==> config.mk <==
export PLATFORM = sky130hd
export DESIGN_NAME = write_port_scheduler
export DESIGN_NICKNAME = d
export VERILOG_FILES = /design/src/rtl/write_port_scheduler.sv
export SDC_FILE = /design/constraint.sdc
export NUM_CORES = 1
export LEC_CHECK = 0
export ABC_AREA = 1
export CORE_ASPECT_RATIO = 1.25
export CORE_MARGIN = 2
export CORE_UTILIZATION = 50
export DETAILED_ROUTE_END_ITERATION = 12
export PLACE_DENSITY = 0.89
export SYNTH_ARGS = -nofsm -noshare
export SYNTH_HDL_FRONTEND = slang
export SYNTH_SLANG_ARGS = --single-unit
export TNS_END_PERCENT = 10
==> constraint.sdc <==
create_clock -name clk -period 3.8 [get_ports clk]
set_clock_uncertainty 0.1 [all_clocks]
set_input_delay 0.95 -clock clk [delete_from_list [all_inputs] [get_ports clk]]
set_output_delay 0.95 -clock clk [all_outputs]
set_load 0.005 [all_outputs]
==> src/rtl/write_port_scheduler.sv <==
// Shares the sample-memory write port between ch0/ch1, round-robin per completed address group.
// Strobe/address/data appear one cycle after acceptance; ready is held low while mem_busy, nothing is buffered.
module write_port_scheduler #(
  parameter int                ADDR_W         = 16,
  parameter int                DATA_W         = 16,
  parameter int                BEATS_PER_ADDR = 6,
  parameter logic [ADDR_W-1:0] CH0_BASE       = 16'h0000,
  parameter logic [ADDR_W-1:0] CH1_BASE       = 16'h8000,
  parameter logic [ADDR_W-1:0] CH_SIZE        = 16'h8000
) (
  input  logic                     clk,
  input  logic                     rst_n,
  input  logic                     cfg_clear,
  input  logic                     ch0_valid,
  input  logic [DATA_W-1:0]        ch0_data,
  output logic                     ch0_ready,
  input  logic                     ch1_valid,
  input  logic [DATA_W-1:0]        ch1_data,
  output logic                     ch1_ready,
  input  logic                     mem_busy,
  output logic                     mem_write_ready,
  output logic [ADDR_W-1:0]        mem_address,
  output logic signed [DATA_W+7:0] mem_data,
  output logic                     grant,
  output logic [1:0]               wrap_flag
);

  localparam logic [0:0] IDLE  = 1'b0;
  localparam logic [0:0] BURST = 1'b1;

  localparam int                CNT_W     = (BEATS_PER_ADDR > 1) ? $clog2(BEATS_PER_ADDR) : 1;
  localparam logic [CNT_W-1:0]  LAST_BEAT = CNT_W'(BEATS_PER_ADDR - 1);
  localparam logic [ADDR_W-1:0] LAST_OFF  = CH_SIZE - 1'b1;

  logic [0:0]        state;
  logic              last_grant;
  logic [CNT_W-1:0]  cnt [2];
  logic [ADDR_W-1:0] off [2];

  logic              accept_ok;
  logic              accept;
  logic              sel_valid;
  logic              group_done;
  logic              next_grant;
  logic [CNT_W-1:0]  sel_cnt;
  logic [ADDR_W-1:0] sel_off;
  logic [ADDR_W-1:0] sel_base;
  logic [DATA_W-1:0] sel_data;

  // rst_n is folded in so ready is already low in the reset cycle itself
  assign accept_ok  = (state == BURST) & rst_n & ~mem_busy & ~cfg_clear;
  assign ch0_ready  = accept_ok & ~grant & ch0_valid;
  assign ch1_ready  = accept_ok &  grant & ch1_valid;
  assign accept     = ch0_ready | ch1_ready;

  assign sel_valid  = grant ? ch1_valid : ch0_valid;
  assign sel_data   = grant ? ch1_data  : ch0_data;
  assign sel_base   = grant ? CH1_BASE  : CH0_BASE;
  assign sel_cnt    = cnt[grant];
  assign sel_off    = off[grant];
  assign group_done = accept & (sel_cnt == LAST_BEAT);

  // Both requesting: alternate away from the last completed group; else the lone requester
  assign next_grant = (ch0_valid & ch1_valid) ? ~last_grant : ch1_valid;

  always_ff @(posedge clk) begin
    if (!rst_n || cfg_clear) begin
      state           <= IDLE;
      grant           <= 1'b0;
      last_grant      <= 1'b1;
      cnt[0]          <= '0;
      cnt[1]          <= '0;
      off[0]          <= '0;
      off[1]          <= '0;
      wrap_flag       <= '0;
      mem_write_ready <= 1'b0;
      mem_address     <= '0;
      mem_data        <= '0;
    end else begin
      mem_write_ready <= accept;
      if (accept) begin
        mem_address <= sel_base + sel_off;
        mem_data    <= $signed({sel_data, 8'd0});
        if (group_done) begin
          cnt[grant] <= '0;
          last_grant <= grant;
          if (sel_off == LAST_OFF) begin
            off[grant]       <= '0;
            wrap_flag[grant] <= 1'b1;
          end else begin
            off[grant] <= sel_off + 1'b1;
          end
        end else begin
          cnt[grant] <= sel_cnt + 1'b1;
        end
      end

      // A dropped valid leaves the partial group's count and pointer for later resumption
      case (state)
        IDLE: begin
          if (ch0_valid || ch1_valid) begin
            grant <= next_grant;
            state <= BURST;
          end
        end
        BURST: begin
          if (!sel_valid || group_done) state <= IDLE;
        end
        default: state <= IDLE;
      endcase
    end
  end

endmodule

==> flow_metrics.tcl, run 1 <==
set metrics [dict create \
    fin_area_mm2 0.00503 \
    crit_chain "clkdlybuf4s50_1 > inv_2 > nor2_4 > nand2_1 > nor2_1 > clkdlybuf4s50_1" \
    drc_errors 0 \
    p_total_mw 1.70 \
    synth_cell_types 31 \
    slowest_stage "clkdlybuf4s50_1" \
    clkSlewWorstSetupHoldPaths_ps 80 \
    status "complete, no violations" \
    yosysTopAreaCell "edfxtp_1" \
    cts_resized 0 \
    synth_edf_count 38 \
    worstSkewPairLatency_ps 350 \
    crit_start "rst_n" \
    hold_class "flip-flop to flip-flop" \
    port_buffers 75 \
    leakage_nw 1.95 \
    synth_area_leaders "edfxtp_1 (28%), dfxtp_1 (19%), nand2_1 (15%)" \
    slowest_delay_ps 560 \
    max_freq_ghz 0.284 \
    setup_viol 0 \
    p_per_area_mw_per_mm2 337 \
    crit_family "buffers and inverters" \
    overflow 0 \
    die_y_um 105 \
    startpoint_type "input port" \
    hold_buffers 0 \
    gp_congestion 0.895 \
    clockBufferDepth 2 \
    endpoint_kind "primary output" \
    vdd_ir_drop_max_v 0.000208 \
    grt_max_degree 63 \
    numCtsBuffers 9 \
    io_pins 84 \
    cts.sinks 77 \
    placed_area_mm2 0.00482 \
    core_mm2 0.00784 \
    synth-seq-cells 77 \
    initial_core_util_pct 51.7 \
    cts_setup_buffers 0 \
    vias 3713 \
    clock-root-buffer "clkbuf_8" \
    synth.top_cell.area_share_pct 28.2 \
    grt_pass1_vias 3856 \
    syn_to_final_growth_pct 24.2 \
    crit_fanout 4 \
    min_period_ps 3530 \
    final_antenna_net_count 0 \
    cts_tree "done" \
    top_usage_layer "met2" \
    num-nets-final 639 \
    synthFlopType "dfxtp_1" \
    grt_pass1_wl_um 16600 \
    num_rows 36 \
    min_period_over_period_pct 92.8 \
    worst_pin_slew_ps 696 \
    gr-usage-met3_pct 5.53 \
    criticalPathCategory "input port to primary output" \
    yosysMostFrequentCell "nand2_1" \
    fp.dieW_um 84.5 \
    ctsHtreeMaxLevel 3 \
    synth-async-reset-ratio_pct 0 \
    netlist_area_mm2 0.00405 \
    met2_usage_pct 41.2 \
    first_pass_iters 5 \
    arrival_ps 2480 \
    rsz0062_at_grt "no" \
    dp_hpwl_um 7040 \
    avgRoutedWirePerCell_um 14.0 \
    routed_wirelength_um 9740 \
    num_antenna_cells 0 \
    drive_gt1_share_pct 11.1 \
    path_common_cell "clkdlybuf4s50_1" \
    synthCells 525 \
    yosysSeqAreaShare_pct 47.5 \
    via_per_inst 5.32 \
    cp.required_ps 2750 \
    antenna_found_initial 0 \
    cp_num_buf_inv 3 \
    fill_cells 668 \
    slew_headroom_pct 53.6 \
    tns_ps 0 \
    ys_warn_count 0 \
    dieArea_mm2 0.00884 \
    dr.first_iter.drc_count 223 \
    syn-mean-instance-area_um2 7.71 \
    drv_slew 0 \
    grt_util_all_layers_pct 23.0 \
    maxCapViolations 0 \
    met1_usage_pct 24.9 \
    ys_top_cells_by_count "nand2_1 (167), nor2_1 (59), inv_1 (51)" \
    finalHoldViolCount 0 \
    worstHoldStart "wrap_flag[1]$_SDFFE_PP0P_" \
]
[through the flow]
step	cells	setup slack, ps	utilization (%)	hold WS (ps)
CTS	698	265	64.2	366
global route	698	184	64.2	382
detailed placement	682	272	61.5	354
finish	698	274	64.2	360
global placement	682	309	61.5	339
floorplan	532	1060	-	342
[placed cells by master, fill, tap and decap left out, drive strengths merged, types with 9 or more instances in the layout]
cell,netlist,final
clkbuf,10,13
dfxtp,39,39
a31oi,17,17
edfxtp,38,38
buf,19,9
nand2,181,181
clkdlybuf4s50,0,75
a211oi,9,9
nand3,24,24
a21oi,12,12
o21ai,34,34
inv,55,57
nor2,71,71
[where the power goes]
part,total (mW),internal (mW),switching [mW]
sequential,0.896,0.887,0.00867
combinational,0.157,0.0655,0.0918
clock,0.642,0.337,0.305
total,1.70,1.29,0.406
[final timing paths]
check,endpoint,slack (ps),cells past startpoint
setup / recovery,ch1_ready,270,6
hold / removal,wrap_flag[1]$_SDFFE_PP0P_,360,2
setup reg to reg,off[1][2]$_SDFFCE_PN0P_,870,12
hold reg to reg,wrap_flag[1]$_SDFFE_PP0P_,360,2
[layer usage]
| metal | up-vias | routed length (um) | part of all wire [%] |
|---|---|---|---|
| li1 | 1814 | - | - |
| met1 | 1696 | 3750 | 38 |
| met2 | 167 | 4950 | 51 |
| met3 | 36 | 680 | 7.0 |
| met4 | 0 | 357 | 3.7 |
| met5 | - | 0 | 0 |
[tightest hold or removal path, stage by stage (launching register included)]
cell     delay, ps
dfxtp_1        310
inv_1           50
a21oi_1         60
[flip-flops by register name, indices dropped and copies added (netlist names), named ones only]
name,count
mem_write_ready,1
mem_data,16
cnt,6
grant,1
state,1
mem_address,16
wrap_flag,2
off,32
last_grant,1
[layout make-up]
type	instances	area (um^2)	area share (%)
Clock buffer	13	191	3.81
Clock inverter	3	20.0	0.398
Inverter	56	216	4.30
Multi-Input combinational cell	370	1740	34.6
Sequential cell	77	1920	38.2
Tap cell	95	119	2.36
Timing Repair Buffer	84	818	16.3
[logic make-up (layout without fill, tap and decap cells)]
| family | Yosys count | count (layout) | synth area share, % |
|---|---|---|---|
| AOI/OAI and AO/OA | 72 | 72 | 10.6 |
| xor gates and xnor gates | 1 | 1 | 0.216 |
| adders and majority gates | 3 | 3 | 0.927 |
| buffers and inverters | 85 | 156 | 10.2 |
| DFF | 77 | 77 | 47.5 |
| other | 1 | 8 | 0.0926 |
| and+or+nand+nor | 286 | 286 | 30.5 |
No activity file was read; power rests on OpenSTA's default activity.
==> run 2, diff against run 1 <==
Settings changed: CAP_MARGIN set to 20, CORE_UTILIZATION 50 to 51, GPL_TIMING_DRIVEN set to 0, PLACE_DENSITY 0.89 to 0.91.
==> run 2 against run 1 <==
  * Combinational power is 8% higher
  * Non-clock buffer count is 20 higher
  * Count of clock-buffer cells in the layout is 2 lower
  * Utilization is 2.3 points higher
  * Maximum frequency is 4.8% lower
  * Wire length is 13% higher
  * Sequential power hardly changed
  * Flip-flop and latch count stayed put
  * Clock power hardly changed
  * Die area is 1.9% lower
  * Cell count is 2.9% higher
  * Largest cell class unchanged
  * Largest power group unchanged
==> flow_metrics.tcl, run 2 (synthesized netlist as in run 1, its figures left out) <==
set metrics [dict create \
    status "complete, no violations" \
    startpoint_type "input port" \
    cts.sinks 77 \
    port_buffers 75 \
    criticalPathCategory "input port to primary output" \
    worst_pin_slew_ps 776 \
    io_pins 84 \
    path_common_cell "clkdlybuf4s50_1" \
    slowest_stage "clkdlybuf4s50_1" \
    dr.first_iter.drc_count 298 \
    met1_usage_pct 28.5 \
    final_antenna_net_count 0 \
    core_mm2 0.00775 \
    arrival_ps 2650 \
    final_common_cell "nand2_1" \
    setup_viol 0 \
    drv_slew 0 \
    antenna_found_initial 0 \
    num_rows 36 \
    ctsHtreeMaxLevel 3 \
    gp_congestion 0.931 \
    overflow 0 \
    hold_class "flip-flop to flip-flop" \
    avgRoutedWirePerCell_um 15.3 \
    regArea_mm2 0.00192 \
    met2_usage_pct 46.9 \
    whs_ps 359 \
    rr_worst_depth 14 \
    drc_errors 0 \
    num-nets-final 659 \
    clkSlewWorstSetupHoldPaths_ps 80 \
    dieArea_mm2 0.00867 \
    rsz0062_at_grt "no" \
    worstSkewPairLatency_ps 360 \
    crit_fanout 10 \
    multiInputGateArea_mm2 0.00175 \
    clockBufferDepth 2 \
    p_per_area_mw_per_mm2 332 \
    first_pass_iters 5 \
    leakage_nw 2.01 \
    layout_common_cells "nand2_1 (167), clkdlybuf4s50_1 (75), nor2_1 (57)" \
    finalHoldViolCount 0 \
    via_per_inst 5.26 \
    drive_gt1_share_pct 12.7 \
    slew_headroom_pct 48.1 \
    min_period_over_period_pct 97.5 \
    vdd_ir_drop_max_v 0.000193 \
    clock-root-buffer "clkbuf_8" \
    fill_cells 653 \
    gr-usage-met3_pct 5.58 \
    maxCapViolations 0 \
    slowest_delay_ps 550 \
    initial_core_util_pct 52.3 \
    die_y_um 104 \
    largest_reg_flops 32 \
    cp.required_ps 2750 \
    dp_hpwl_um 8180 \
    grt_pass1_wl_um 17700 \
    crit_chain "clkdlybuf4s50_1 > inv_2 > nor2_4 > nand2_1 > nor2_2 > clkdlybuf4s50_1" \
    top_usage_layer "met2" \
    syn_to_final_growth_pct 27.1 \
    min_period_ps 3700 \
    tns_ps 0 \
    reg_top3 "off x32, mem_address x16, mem_data x16" \
    cts_tree "done" \
    routed_wirelength_um 11000 \
    top_register "off" \
    min_path_cells 2 \
    num_antenna_cells 0 \
    vias 3778 \
    max_freq_ghz 0.270 \
    grt_pass1_vias 3714 \
    endpoint_kind "primary output" \
    numCtsBuffers 9 \
    grt_max_degree 17 \
    fp.dieW_um 83.7 \
    cts_setup_buffers 0 \
    grt_util_all_layers_pct 25.5 \
]
run 2: layout make-up:
class	instances	area share, %
multi-input cells	370	33.9
clock inverters	5	1.09
inverters	56	4.21
repair buffers	75	14.6
well taps	95	2.31
flip-flops and latches	77	37.3
clock buffers	11	2.75
plain buffers	29	3.79
run 2: per-layer routing:
metal | up-vias | routed length [um]
met2 | 158 | 5730
met4 | 0 | 376
li1 | 1857 | -
met1 | 1728 | 4160
met3 | 35 | 725
met5 | - | 0
run 2: report_power, final:
group	internal [mW]	leakage [nW]	switching, mW
logic	0.0719	1.17	0.0974
registers	0.887	0.738	0.00870
clock network	0.324	0.105	0.318
run 2: critical path, delay by kind of cell:
family	cells	cell delay, ps
buffers and inverters	3	1070
AND/OR/NAND/NOR	3	640
run 2: final timing paths:
check / start / end / slack [ps]
worst max-delay path: rst_n / ch0_ready / 100
worst min register to register: wrap_flag[0]$_SDFFE_PP0P_ / wrap_flag[0]$_SDFFE_PP0P_ / 360
worst min-delay path: wrap_flag[0]$_SDFFE_PP0P_ / wrap_flag[0]$_SDFFE_PP0P_ / 360
worst max register to register: flip-flop / off[1][3]$_SDFFCE_PN0P_ / 480
run 2: stage by stage:
stage          worst slack [ps]  util (%)  instance area [um^2]  std cells  power, mW
2_1_floorplan              1060         -                  4080        532       1.01
3_3_place_gp               31.7      63.8                  4940        702       1.07
3_5_place_dp              -55.1      63.8                  4940        702       1.08
4_1_cts                    18.1      66.4                  5140        718       1.70
5_1_grt                    8.48      66.4                  5150        718       1.75
6_report                   96.5      66.4                  5150        718       1.71
run 2: what timing repair did:
action / 4_1_cts / 5_1_grt
endpoints found under the setup margin: 0 / 2
hold buffers: 0 / 0
resized for setup: 0 / 2
